File: src/rtl/tank_ctrl_p.sv
// Per-player tank controller: keycode-driven clamped motion and heading,
// rate-limited fire pulse, and a hit -> dying blink -> respawn/game-over
// life cycle. All game state advances once per synchronised frame tick.
module tank_ctrl_p #(
    parameter logic [9:0] X_START      = 10'd500,
    parameter logic [9:0] Y_START      = 10'd240,
    parameter logic [9:0] X_MIN        = 10'd0,
    parameter logic [9:0] X_MAX        = 10'd639,
    parameter logic [9:0] Y_MIN        = 10'd0,
    parameter logic [9:0] Y_MAX        = 10'd479,
    parameter logic [9:0] STEP         = 10'd1,
    parameter logic [9:0] WIDTH        = 10'd32,
    parameter logic [9:0] HEIGHT       = 10'd32,
    parameter logic [7:0] KEY_UP       = 8'h1A,
    parameter logic [7:0] KEY_DOWN     = 8'h16,
    parameter logic [7:0] KEY_LEFT     = 8'h04,
    parameter logic [7:0] KEY_RIGHT    = 8'h07,
    parameter logic [7:0] KEY_FIRE     = 8'h58,
    parameter logic [5:0] COOLDOWN     = 6'd30,
    parameter logic [6:0] DEATH_FRAMES = 7'd60,
    parameter logic [1:0] LIVES        = 2'd3
) (
    input  logic       Clk,
    input  logic       Reset,
    input  logic       frame_clk,
    input  logic [9:0] DrawX,
    input  logic [9:0] DrawY,
    input  logic [7:0] keycode,
    input  logic       hit,
    output logic       is_tank,
    output logic [2:0] tank_dir,
    output logic [9:0] tank_X,
    output logic [9:0] tank_Y,
    output logic       fire,
    output logic [1:0] lives,
    output logic       game_over
);

    typedef enum logic [1:0] {ST_ALIVE, ST_DYING, ST_DEAD} state_t;

    state_t     r_state, w_state_nxt;
    logic       r_fc_s1, r_fc_s2, r_fc_d;
    logic       w_tick, w_hit;
    logic [9:0] r_x, r_y;
    logic [2:0] r_dir;
    logic       r_fire;
    logic [1:0] r_lives;
    logic       r_go;
    logic [5:0] r_cool;
    logic [6:0] r_dcnt;
    logic       r_hit_pend;

    logic [9:0]  w_x_nxt, w_y_nxt;
    logic [2:0]  w_dir_nxt;
    logic [10:0] w_x_ext, w_y_ext, w_x_lo, w_y_lo, w_x_hi, w_y_hi;
    logic [10:0] w_x_inc, w_y_inc;
    logic        w_in_x, w_in_y;

    assign w_tick = r_fc_s2 & ~r_fc_d;
    // A hit landing on the tick cycle itself counts for that tick.
    assign w_hit  = r_hit_pend | hit;

    assign w_x_ext = {1'b0, r_x};
    assign w_y_ext = {1'b0, r_y};
    assign w_x_lo  = {1'b0, X_MIN} + {1'b0, STEP};
    assign w_y_lo  = {1'b0, Y_MIN} + {1'b0, STEP};
    assign w_x_hi  = {1'b0, X_MAX} - {1'b0, WIDTH} + 11'd1;
    assign w_y_hi  = {1'b0, Y_MAX} - {1'b0, HEIGHT} + 11'd1;
    assign w_x_inc = w_x_ext + {1'b0, STEP};
    assign w_y_inc = w_y_ext + {1'b0, STEP};

    // Synchronise frame_clk into Clk and keep a delayed copy for edge detect
    always_ff @(posedge Clk or negedge Reset) begin
        if (!Reset) begin
            r_fc_s1 <= 1'b0;
            r_fc_s2 <= 1'b0;
            r_fc_d  <= 1'b0;
        end else begin
            r_fc_s1 <= frame_clk;
            r_fc_s2 <= r_fc_s1;
            r_fc_d  <= r_fc_s2;
        end
    end

    // Life/death state register
    always_ff @(posedge Clk or negedge Reset) begin
        if (!Reset) r_state <= ST_ALIVE;
        else        r_state <= w_state_nxt;
    end

    // Next-state: transitions only on a frame tick
    always_comb begin
        w_state_nxt = r_state;
        if (w_tick) begin
            case (r_state)
                ST_ALIVE: if (w_hit) w_state_nxt = ST_DYING;
                ST_DYING: if (r_dcnt == '0)
                              w_state_nxt = (r_lives == '0) ? ST_DEAD : ST_ALIVE;
                default:  w_state_nxt = r_state;
            endcase
        end
    end

    // Decode direction key into clamped candidate position and heading
    always_comb begin
        w_x_nxt   = r_x;
        w_y_nxt   = r_y;
        w_dir_nxt = r_dir;
        if (keycode == KEY_UP) begin
            w_dir_nxt = 3'b001;
            w_y_nxt   = (w_y_ext < w_y_lo) ? Y_MIN : r_y - STEP;
        end else if (keycode == KEY_DOWN) begin
            w_dir_nxt = 3'b100;
            w_y_nxt   = (w_y_inc > w_y_hi) ? w_y_hi[9:0] : w_y_inc[9:0];
        end else if (keycode == KEY_LEFT) begin
            w_dir_nxt = 3'b011;
            w_x_nxt   = (w_x_ext < w_x_lo) ? X_MIN : r_x - STEP;
        end else if (keycode == KEY_RIGHT) begin
            w_dir_nxt = 3'b010;
            w_x_nxt   = (w_x_inc > w_x_hi) ? w_x_hi[9:0] : w_x_inc[9:0];
        end
    end

    // Per-tick game datapath: hit latch, motion, fire/cooldown, lives, respawn
    always_ff @(posedge Clk or negedge Reset) begin
        if (!Reset) begin
            r_x        <= X_START;
            r_y        <= Y_START;
            r_dir      <= 3'b001;
            r_fire     <= 1'b0;
            r_lives    <= LIVES;
            r_go       <= 1'b0;
            r_cool     <= '0;
            r_dcnt     <= '0;
            r_hit_pend <= 1'b0;
        end else begin
            r_fire <= 1'b0;
            if (r_state == ST_ALIVE && hit) r_hit_pend <= 1'b1;
            if (w_tick) begin
                r_hit_pend <= 1'b0;
                case (r_state)
                    ST_ALIVE: begin
                        if (r_cool != '0) r_cool <= r_cool - 6'd1;
                        if (w_hit) begin
                            r_lives <= r_lives - 2'd1;
                            r_dcnt  <= DEATH_FRAMES - 7'd1;
                        end else if (keycode == KEY_FIRE && r_cool == '0) begin
                            r_fire <= 1'b1;
                            r_cool <= COOLDOWN;
                        end else begin
                            r_x   <= w_x_nxt;
                            r_y   <= w_y_nxt;
                            r_dir <= w_dir_nxt;
                        end
                    end
                    ST_DYING: begin
                        if (r_dcnt == '0) begin
                            if (r_lives == '0) begin
                                r_go <= 1'b1;
                            end else begin
                                r_x    <= X_START;
                                r_y    <= Y_START;
                                r_dir  <= 3'b001;
                                r_cool <= '0;
                            end
                        end else begin
                            r_dcnt <= r_dcnt - 7'd1;
                        end
                    end
                    default: ;
                endcase
            end
        end
    end

    assign w_in_x = ({1'b0, DrawX} >= w_x_ext) &&
                    ({1'b0, DrawX} <= w_x_ext + {1'b0, WIDTH} - 11'd1);
    assign w_in_y = ({1'b0, DrawY} >= w_y_ext) &&
                    ({1'b0, DrawY} <= w_y_ext + {1'b0, HEIGHT} - 11'd1);

    // Hit-box visibility gated by life state; dying blinks on counter bit 2
    always_comb begin
        case (r_state)
            ST_ALIVE: is_tank = w_in_x & w_in_y;
            ST_DYING: is_tank = w_in_x & w_in_y & r_dcnt[2];
            default:  is_tank = 1'b0;
        endcase
    end

    assign tank_X    = r_x;
    assign tank_Y    = r_y;
    assign tank_dir  = r_dir;
    assign fire      = r_fire;
    assign lives     = r_lives;
    assign game_over = r_go;

endmodule

File: config.mk
export PLATFORM = sky130hd
export DESIGN_NAME = tank_ctrl_p
export DESIGN_NICKNAME = d
export VERILOG_FILES = /design/src/rtl/tank_ctrl_p.sv
export SDC_FILE = /design/constraint.sdc
export NUM_CORES = 1
export LEC_CHECK = 0
export ABC_AREA = 1
export BUFFER_PORTS_ARGS = -buffer_cell sky130_fd_sc_hd__buf_2
export CAP_MARGIN = 20
export CORE_MARGIN = 3
export CORE_UTILIZATION = 53
export DETAILED_ROUTE_END_ITERATION = 8
export PLACE_DENSITY = 0.77
export SYNTH_ARGS = -nofsm -noshare
export SYNTH_HDL_FRONTEND = slang
export SYNTH_SLANG_ARGS = --single-unit
File: constraint.sdc
create_clock -name Clk -period 2.7 [get_ports Clk]
set_input_delay 0.54 -clock Clk [delete_from_list [all_inputs] [get_ports Clk]]
set_output_delay 0.54 -clock Clk [all_outputs]
set_load 0.01 [all_outputs]
==> results of run 1 <==
## power by group
part | leakage, nW | switching, mW | internal [mW] | total [mW]
clock network | 0.0585 | 0.261 | 0.278 | 0.539
logic | 2.30 | 2.26 | 1.69 | 3.95
registers | 0.544 | 0.224 | 0.987 | 1.21
## final cells by class
class	instances	area [um2]	share of cell area [%]
clock inverters	3	43.8	0.799
flip-flops and latches	46	1170	21.3
well taps	102	128	2.33
inverters	89	334	6.09
clock buffers	5	68.8	1.25
multi-input cells	518	3010	54.8
repair buffers	117	734	13.4
## state kept, by name, indices dropped and copies added (netlist names)
signal / cells
r_hit_pend: 1
tank_X: 10
r_fc_d: 1
tank_dir: 3
game_over: 1
r_cool: 6
lives: 2
r_state: 2
r_fc_s1: 1
fire: 1
tank_Y: 10
r_dcnt: 7
r_fc_s2: 1
## how the worst min path moves through the flow
stage / slack (ns) / cells past startpoint / endpoint
floorplan: 0.24 / 0 / fire
global placement: 0.34 / 0 / r_fc_s2
detailed placement: 0.34 / 0 / r_fc_s2
CTS: 0.1 / 1 / tank_Y[9]
global route: 0.10 / 1 / tank_Y[9]
finish: 0.09 / 1 / tank_Y[9]
## per-layer routing
| metal | vias to the layer above | global-route usage (%) | part of all wire [%] |
|---|---|---|---|
| met2 | 202 | 43.1 | 47 |
| met4 | 0 | 7.14 | 1.7 |
| met5 | - | 0 | 0 |
| met3 | 24 | 3.66 | 7.3 |
| met1 | 2178 | 35.0 | 44 |
| li1 | 2397 | - | - |
## Yosys cell counts
master,n,area share (%)
or2_2,1,0.14
nor3_1,14,1.6
o21bai_1,2,0.34
nor2_2,2,0.28
inv_1,87,7.4
a21o_1,1,0.17
xnor2_1,4,0.79
o21ai_2,1,0.20
a21oi_2,1,0.20
o21ai_0,37,4.2
xor2_1,22,4.4
a21oi_1,29,3.3
o211ai_1,6,1.0
nand3_4,1,0.40
a211o_1,1,0.20
dfrtp_1,33,19
buf_2,4,0.45
a31oi_1,1,0.14
nor2_4,3,0.76
nor2_1,87,7.4
ha_1,49,14
nand2_1,164,14
a22o_1,1,0.20
o32ai_1,1,0.20
nand4_1,15,2.1
or3_1,1,0.14
clkinv_1,1,0.085
clkbuf_1,3,0.25
o2111ai_1,2,0.40
o21a_1,1,0.17
a221oi_1,1,0.20
inv_2,1,0.085
dfstp_2,13,7.7
nand3_1,64,7.2
a211oi_1,1,0.17
nand2_2,1,0.14
o21ai_1,3,0.34
nand3_2,1,0.23
buf_4,4,0.68
## worst max-delay path, stage by stage, from the launching register on
cell	delay, ns
dfstp_2	0.54
nand2_1	0.06
inv_2	0.06
nand3_2	0.08
inv_2	0.07
nand2_1	0.06
xor2_1	0.15
ha_1	0.32
nand2_1	0.11
inv_1	0.07
a221oi_2	0.23
nand2_2	0.10
nand3_2	0.07
nand3_2	0.10
nor2_2	0.09
buf_2	0.13
## cell families (layout without fill, tap and decap cells)
| kind of cell | after synthesis | in the layout | synth area share (%) |
|---|---|---|---|
| DFF | 46 | 46 | 26.4 |
| and+or+nand+nor | 354 | 354 | 34.3 |
| xor gates and xnor gates | 26 | 26 | 5.14 |
| adders and majority gates | 49 | 49 | 13.8 |
| buffers and inverters | 100 | 214 | 8.93 |
| AOI/OAI and AO/OA | 89 | 89 | 11.4 |
## through the flow
step / cell area (um2) / worst slack, ns
5_1_grt: 5480 / -0.544
2_1_floorplan: 4440 / 0.00443
6_report: 5480 / -0.401
4_1_cts: 5440 / -0.327
3_5_place_dp: 5180 / -0.122
3_3_place_gp: 5180 / -0.0308
## repair_timing
item	CTS	global route
setup buffers	5	2
endpoints found under the setup margin	1	1
pin swaps	14	4
resized for setup	22	9
## placed cells by master, fill, tap and decap left out, types with 2 or more instances in the layout
cell       synthesis  layout
a21oi_1           29      28
a21oi_2            1       2
buf_2              4      59
buf_4              4      57
clkbuf_8           0       5
dfrtp_1           33      31
dfrtp_2            0       2
dfstp_2           13      13
ha_1              49      46
ha_4               0       2
inv_1             87      82
inv_2              1       6
nand2_1          164     161
nand2_2            1       4
nand3_1           64      57
nand3_2            1       8
nand4_1           15      15
nor2_1            87      83
nor2_2             2       4
nor2_4             3       5
nor3_1            14      14
o2111ai_1          2       2
o211ai_1           6       6
o21ai_0           37      35
o21ai_1            3       3
o21ai_2            1       3
o21bai_1           2       2
xnor2_1            4       3
xor2_1            22      21
==> run_results.csv, run 1 <==
group,metric,value,unit
timing,fmax,323,MHz
global_route,grtUsageTotal,25.8,%
setup_path,cp-startpoint,"tank_Y[6]",
power,peakVddDrop,466,uV
timing,grt_setup_unrepaired,"true",
cts,clockRootBuffer,"clkbuf_8",
setup_path,crit_path_end_kind,"output port",
timing,holdWs,0.0890,ns
detailed_routing,num_vias,4801,
final_layout,fillerInstances,691,
final_layout,nets,858,
detailed_routing,ant_nets,0,
placement,dp_hpwl,9820,um
timing,tns,-0.401,ns
flow_run,drv_cap,0,
timing,fin_crit_sh,115,%
logic_synthesis,seq_area_frac_synth,26.4,%
global_route,gr-total-overflow,0,
detailed_routing,dr.pass1.iters,7,
setup_path,worst-r2r-setup-slack,0.46,ns
logic_synthesis,syn_inst,664,
floorplan,fp.dieArea,9480,um2
timing,slew_violations,0,
floorplan,core,7930,um2
setup_path,reg2reg_to,"tank_Y[1]",
power,finalPower,5.70,mW
floorplan,rows,32,
final_layout,fin_util,69.2,%
final_layout,drive_gt1_share,23.3,%
timing,hold_viol_final,0,
timing,worst_slack,-0.401,ns
timing,period_needed,3.10,ns
floorplan,fp.dieH,97.4,um
logic_synthesis,yosys_warnings,0,
global_route,grt_max_degree,37,
timing,tightest_slew,0.441,ns
floorplan,initial_core_util,55.8,%
status,violations,"setup timing",
detailed_routing,routedWlPerCell,14.1,um
floorplan,dieWidth,97.4,um
cts,clockBufferDepth,2,
global_route,antenna_found_initial,0,
cts,htree_num_levels,2,
logic_synthesis,ys_ff_latch,46,
final_layout,area_delta_synth_final,23.9,%
global_route,grt_pass1_vias,4612,
setup_path,path_class,"reg -> out",
logic_synthesis,yosysUniqueCellTypes,39,
placement,gp_congestion,0.937,
setup_path,critPathLaunchType,"flip-flop",
cts,ctsHoldBuffers,0,
timing,max_slew_margin,70.6,%
setup_path,worstPathRequired,2.16,ns
status,outcome,"finished, violations left",
setup_path,worst_ep_arrival_time,2.56,ns
detailed_routing,viasPerCell,5.46,
setup_path,worstPathMaxFanout,2,
timing,worst_clock_skew,0.00934,ns
detailed_routing,drc,0,
min_path,hold_path.class,"in -> async",
detailed_routing,drtIter0Drc,353,
placement,io_buffers,59,
logic_synthesis,syn_avg_cell_area,6.67,um2
timing,finalSetupViolCount,1,
detailed_routing,totalWireLength,12400,um
power,total_leakage_power,2.91,nW
cts,clk_latency,0.31,ns
setup_path,cp-endpoint,"is_tank",
cts,tritoncts,"done",
setup_path,r2r-start,"tank_Y[1]",
final_layout,diodes,0,
placement,dp.cells,865,
setup_path,worst_r2r_path_depth,12,
cts,clk_pin_slew,0.10,ns
power,p_per_area,1040,nW/um2
logic_synthesis,synthesis.nets,745,
global_route,grt_pass1_wl,20700,um
cts,cts_buffers,5,
floorplan,pin_count,60,
cts,cts_num_sinks,46,
final_layout,fin_cells,880,
logic_synthesis,netlist_area,4430,um2
(Power assumes the default switching activity.)
==> run 2: changes to the inputs <==
ABC_AREA = default   (was 1)
==> run_results.csv, run 2 <==
group,metric,value,unit
logic_synthesis,synthAdderAreaFrac,14.1,%
setup_path,worst_r2r_path_depth,9,
power,total_leakage_power,2.38,nW
setup_path,worstPathMaxFanout,4,
floorplan,core,7850,um2
setup_path,crit_path_end_kind,"output port",
detailed_routing,wl_met1,5150,um
timing,worst_clock_skew,0.00752,ns
logic_synthesis,yosysTopAreaCellShare,18.9,%
detailed_routing,num_vias,4634,
setup_path,path_class,"reg -> out",
logic_synthesis,ys_top_cells_by_area,"dfrtp_1 (19%), ha_1 (14%), dfstp_2 (7.8%)",
cts,cts-resized-gates,0,
placement,place_ws,-0.273,ns
detailed_routing,maxUsedRoutingLayer,"met4",
timing,max_slew_margin,28.6,%
logic_synthesis,async_reset_ff_share,100,%
final_layout,diodes,0,
detailed_routing,viasPerCell,6.13,
floorplan,fp.dieH,96.7,um
detailed_routing,dr.pass1.iters,5,
logic_synthesis,syn_avg_cell_area,7.96,um2
setup_path,reg2reg_to,"tank_X[8]",
floorplan,rows,32,
cts,cts_buffers,5,
logic_synthesis,synth_ff_type,"dfrtp_1",
cts,ctsHoldBuffers,0,
detailed_routing,dr_wl_met2,6080,um
placement,io_buffers,59,
logic_synthesis,synth_commonest_cells,"ha_1 (49), nand2_1 (47), nor2_1 (46)",
timing,grt_setup_unrepaired,"true",
timing,period_needed,3.28,ns
setup_path,worstPathRequired,2.16,ns
cts,tritoncts,"done",
timing,slew_violations,0,
detailed_routing,ant_nets,0,
status,outcome,"finished, violations left",
final_layout,final_cell_mix,"buf_4 (66), buf_2 (59), ha_1 (47)",
detailed_routing,routedWlPerCell,16.4,um
cts,clk_pin_slew,0.08,ns
timing,tightest_slew,1.06,ns
cts,cts_num_sinks,46,
final_layout,layout_commonest_cell,"buf_4",
detailed_routing,drc,0,
logic_synthesis,synth_compound_area_share,22.8,%
logic_synthesis,synthSimpleGateAreaFrac,24.9,%
final_layout,area_delta_synth_final,21.0,%
logic_synthesis,ys_ff_latch,46,
global_route,antenna_found_initial,0,
floorplan,dieWidth,96.7,um
final_layout,drive_gt1_share,26.1,%
global_route,gr-total-overflow,0,
logic_synthesis,seq_area_frac_synth,26.8,%
power,p_per_area,551,nW/um2
placement,dp_hpwl,9830,um
setup_path,cp-endpoint,"is_tank",
logic_synthesis,yosys_warnings,0,
floorplan,fp.dieArea,9360,um2
logic_synthesis,synth_edf_count,0,
logic_synthesis,syn_inst,548,
detailed_routing,totalWireLength,12400,um
placement,gp_congestion,0.937,
logic_synthesis,synthesis.nets,629,
flow_run,drv_cap,0,
setup_path,r2r-start,"r_dcnt[0]",
global_route,grt_pass1_wl,20600,um
global_route,grt_max_degree,21,
cts,clk_latency,0.30,ns
timing,fmax,304,MHz
detailed_routing,drtIter0Drc,403,
logic_synthesis,synthMuxAreaShare,0.946,%
timing,finalSetupViolCount,1,
cts,clockBufferDepth,2,
final_layout,fillerInstances,659,
global_route,grtUsageTotal,25.9,%
timing,hold_viol_final,0,
logic_synthesis,synth_top_family_by_area,"simple AND/OR/NAND/NOR gates",
logic_synthesis,yosysUniqueCellTypes,72,
timing,holdWs,0.191,ns
status,violations,"setup timing",
final_layout,nets,735,
timing,worst_slack,-0.584,ns
setup_path,critPathLaunchType,"flip-flop",
global_route,grt_pass1_vias,4551,
cts,htree_num_levels,2,
min_path,hold_path.class,"in -> async",
logic_synthesis,synth_xor_area_share,4.62,%
floorplan,initial_core_util,55.6,%
setup_path,worst_ep_arrival_time,2.74,ns
logic_synthesis,yosysTopAreaCell,"dfrtp_1",
detailed_routing,wl_met3,870,um
cts,clockRootBuffer,"clkbuf_8",
floorplan,pin_count,60,
logic_synthesis,netlist_area,4360,um2
setup_path,worst-r2r-setup-slack,0.18,ns
power,peakVddDrop,495,uV
setup_path,cp-startpoint,"tank_X[0]",
logic_synthesis,synth.most_common_cell,"ha_1",
timing,fin_crit_sh,122,%
-- run 2: changes by cell type in the layout (fill, tap and decap cells not counted), sizes merged, moves of 9 or more --
cell,change
a21oi,+13
nand3,-48
nand2,-118
o31ai,+9
xnor2,+18
nor2,-45
inv,-54
xor2,-21
a31oi,+10
-- run 2: cell families (layout without fill, tap and decap cells) --
logic type                 Yosys count  in the layout
xor gates and xnor gates            23             23
and+or+nand+nor                    207            207
muxes                                4              4
buffers and inverters               62            168
adders and majority gates           49             49
AOI/OAI and AO/OA                  157            157
DFF                                 46             46
-- run 2: worst min-delay path by stage --
stage            start         to  slack, ns  cells after the start
3_3_place_gp   r_fc_s1    r_fc_s2       0.33                      0
4_1_cts          Reset  tank_Y[9]       0.20                      1
2_1_floorplan    Reset       fire       0.24                      0
5_1_grt          Reset  tank_Y[9]       0.21                      1
6_report         Reset  tank_Y[1]       0.19                      1
3_5_place_dp   r_fc_s1    r_fc_s2       0.36                      0
-- run 2: power breakdown --
group / internal, mW / switching, mW
clock: 0.174 / 0.233
sequential: 0.862 / 0.150
combinational: 0.661 / 0.828
total: 1.70 / 1.21
-- run 2: area by class of cell --
cell class	instances	area (um2)	share of cell area (%)
clock buffer	5	68.8	1.30
clock inverter	2	10.0	0.190
inverter	36	138	2.61
multi-input combinational	440	2980	56.4
sequential	46	1170	22.1
tap	102	128	2.42
timing repair buffer	125	791	15.0
-- run 2: timing repair --
action                                  4_1_cts  5_1_grt
pin swaps                                     0        0
cloned                                        0        0
buffers inserted                              1        0
endpoints found under the setup margin        1        1
-- run 2: per-stage QoR --
| step | std cells | cell area (um2) | util (%) | setup TNS (ns) | power, mW |
|---|---|---|---|---|---|
| 2_1_floorplan | 548 | 4430 | - | -0.285 | 1.91 |
| 3_3_place_gp | 748 | 5190 | 66.2 | -0.199 | 2.42 |
| 3_5_place_dp | 748 | 5190 | 66.2 | -0.273 | 2.48 |
| 4_1_cts | 756 | 5280 | 67.3 | -0.606 | 2.89 |
| 5_1_grt | 756 | 5280 | 67.3 | -0.798 | 3.12 |
| 6_report | 756 | 5280 | 67.3 | -0.584 | 2.91 |
-- run 2: per-layer routing --
layer | up-vias | track usage (%)
met1 | 2142 | 32.3
met4 | 0 | 9.72
met2 | 235 | 45.1
li1 | 2223 | -
met5 | - | 0
met3 | 34 | 3.82
-- run 2: worst max-delay path, cell delays in order, from the launching register on --
cell and delay [ns]:
dfrtp_2 0.44, inv_2 0.09, ha_4 0.13, nand4_1 0.14, nand2_1 0.11, nor2_1 0.05
xnor2_1 0.12, ha_1 0.29, a21o_1 0.16, a21o_1 0.18, nor2_1 0.09, o211ai_1 0.10
a211oi_1 0.21, and4b_1 0.21, buf_2 0.12
==> run 3: changes to the inputs <==
CELL_PAD_IN_SITES_DETAIL_PLACEMENT = 2   (was default)
CELL_PAD_IN_SITES_GLOBAL_PLACEMENT = 2   (was default)
CORE_UTILIZATION = 31   (was 53)
CTS_BUF_LIST = sky130_fd_sc_hd__clkbuf_16   (was default)
PLACE_DENSITY = default   (was 0.77)
PLACE_DENSITY_LB_ADDON = 0.1   (was default)
==> run_results.csv, run 3 (synthesis results as in run 2) <==
group,metric,value,unit
status,outcome,"finished, violations left",
status,violations,"setup timing",
setup_path,worst_r2r_path_depth,10,
placement,dp_hpwl,13300,um
timing,fin_crit_sh,122,%
placement,place_ws,-0.359,ns
power,peakVddDrop,325,uV
timing,worst_clock_skew,0.00817,ns
setup_path,cp-endpoint,"is_tank",
timing,tns,-0.582,ns
setup_path,r2r-start,"r_dcnt[0]",
setup_path,crit_path_end_kind,"output port",
power,p_int,1.99,mW
cts,clk_latency,0.30,ns
detailed_routing,routedWlPerCell,19.4,um
setup_path,worstPathMaxFanout,5,
floorplan,fp.dieArea,15500,um2
timing,worst_slack,-0.582,ns
detailed_routing,viasPerCell,5.62,
final_layout,drive_gt1_share,29.2,%
detailed_routing,ant_nets,0,
placement,io_buffers,59,
power,seq_power_share,30.2,%
global_route,antenna_found_initial,0,
floorplan,fp.dieH,125,um
setup_path,worstPathRequired,2.16,ns
power,p_per_area,600,nW/um2
placement,gp_congestion,0.831,
final_layout,diodes,0,
final_layout,nets,747,
cts,clk_pin_slew,0.07,ns
global_route,grtUsageTotal,21.0,%
timing,slew_violations,0,
power,swShare,40.6,%
timing,tightest_slew,0.869,ns
global_route,use_met3,3.09,%
final_layout,area_delta_synth_final,28.1,%
setup_path,reg2reg_to,"tank_Y[6]",
global_route,grt_pass1_wl,27200,um
floorplan,pin_count,60,
final_layout,final_cell_mix,"buf_4 (78), buf_2 (59), ha_1 (47)",
detailed_routing,num_vias,4735,
floorplan,core,13500,um2
min_path,hold_path.class,"in -> async",
floorplan,initial_core_util,32.3,%
cts,clockRootBuffer,"clkbuf_16",
setup_path,cp-startpoint,"tank_X[2]",
detailed_routing,totalWireLength,16400,um
final_layout,fin_util,41.4,%
detailed_routing,drc,0,
global_route,grt_max_degree,47,
floorplan,dieWidth,125,um
cts,clockBufferDepth,2,
power,total_leakage_power,2.48,nW
power,comb_power_share,47.7,%
final_layout,layout_commonest_cell,"buf_4",
cts,cts_num_sinks,46,
global_route,use_met2,39.4,%
detailed_routing,drtIter0Drc,170,
timing,finalSetupViolCount,1,
setup_path,path_class,"reg -> out",
power,clkPwrFrac,22.0,%
flow_run,drv_cap,0,
global_route,grt_pass1_vias,5317,
global_route,use_met1,24.8,%
cts,htree_num_levels,2,
power,net-switching-power,1.36,mW
timing,grt_setup_unrepaired,"true",
detailed_routing,dr.pass1.iters,4,
setup_path,worst_ep_arrival_time,2.74,ns
global_route,grt-busiest-layer,"met2",
setup_path,critPathLaunchType,"flip-flop",
timing,hold_viol_final,0,
setup_path,worst-r2r-setup-slack,0.19,ns
timing,max_slew_margin,41.8,%
cts,cts_buffers,5,
floorplan,rows,42,
timing,period_needed,3.28,ns
global_route,gr-total-overflow,0,
cts,tritoncts,"done",
timing,fmax,305,MHz
-- run 3: per-layer routing --
layer | wire length (um) | up-vias
li1 | - | 2242
met1 | 6890 | 2388
met2 | 8720 | 79
met3 | 438 | 26
met4 | 342 | 0
met5 | 0 | -
-- run 3: critical path, cell delays in order, from the launching register on --
cell	delay [ns]
dfstp_2	0.59
inv_2	0.05
nand4_1	0.14
nand2_2	0.08
nor2_2	0.12
xnor2_1	0.12
ha_1	0.26
a21o_1	0.16
a21o_1	0.17
nor2_1	0.11
o211ai_1	0.11
a211oi_1	0.20
and4b_1	0.20
buf_2	0.13
-- run 3: power groups by stage --
stage                     Combinational [mW]  Sequential, mW  Clock [mW]
after global routing                    1.81            1.04       0.787
after floorplan                        0.902            1.01           0
final                                   1.60            1.01       0.739
after detailed placement                1.56            1.03           0
after global placement                  1.47            1.01           0
after CTS                               1.59            1.02       0.751
-- run 3: worst min-delay path by stage --
stage | start | end
floorplan | Reset | fire
detailed placement | r_fc_s1 | r_fc_s2
global placement | r_fc_s1 | r_fc_s2
finish | Reset | tank_Y[0]
global route | frame_clk | r_fc_s1
CTS | frame_clk | r_fc_s1
-- run 3: repair_timing --
item                                    CTS  global route
pin swaps                                10             5
setup buffers                             6             1
gates resized for setup                   2            10
endpoints found under the setup margin    1             9
hold buffers                              0             0
-- run 3: layout make-up --
class | instances | area (um2)
Multi-Input combinational cell | 440 | 3010
Clock inverter | 3 | 45.0
Inverter | 36 | 138
Timing Repair Buffer | 137 | 881
Tap cell | 176 | 220
Fill cell | 1598 | 7920
Clock buffer | 5 | 125
Sequential cell | 46 | 1170
-- run 3: stage by stage --
| stage | power [mW] | std cells | instance area [um2] | hold WS (ns) |
|---|---|---|---|---|
| after floorplan | 1.91 | 548 | 4430 | 0.244 |
| after global placement | 2.49 | 827 | 5330 | 0.336 |
| after detailed placement | 2.58 | 827 | 5330 | 0.345 |
| after CTS | 3.36 | 841 | 5540 | 0.347 |
| after global routing | 3.63 | 843 | 5590 | 0.346 |
| final | 3.35 | 843 | 5590 | 0.341 |
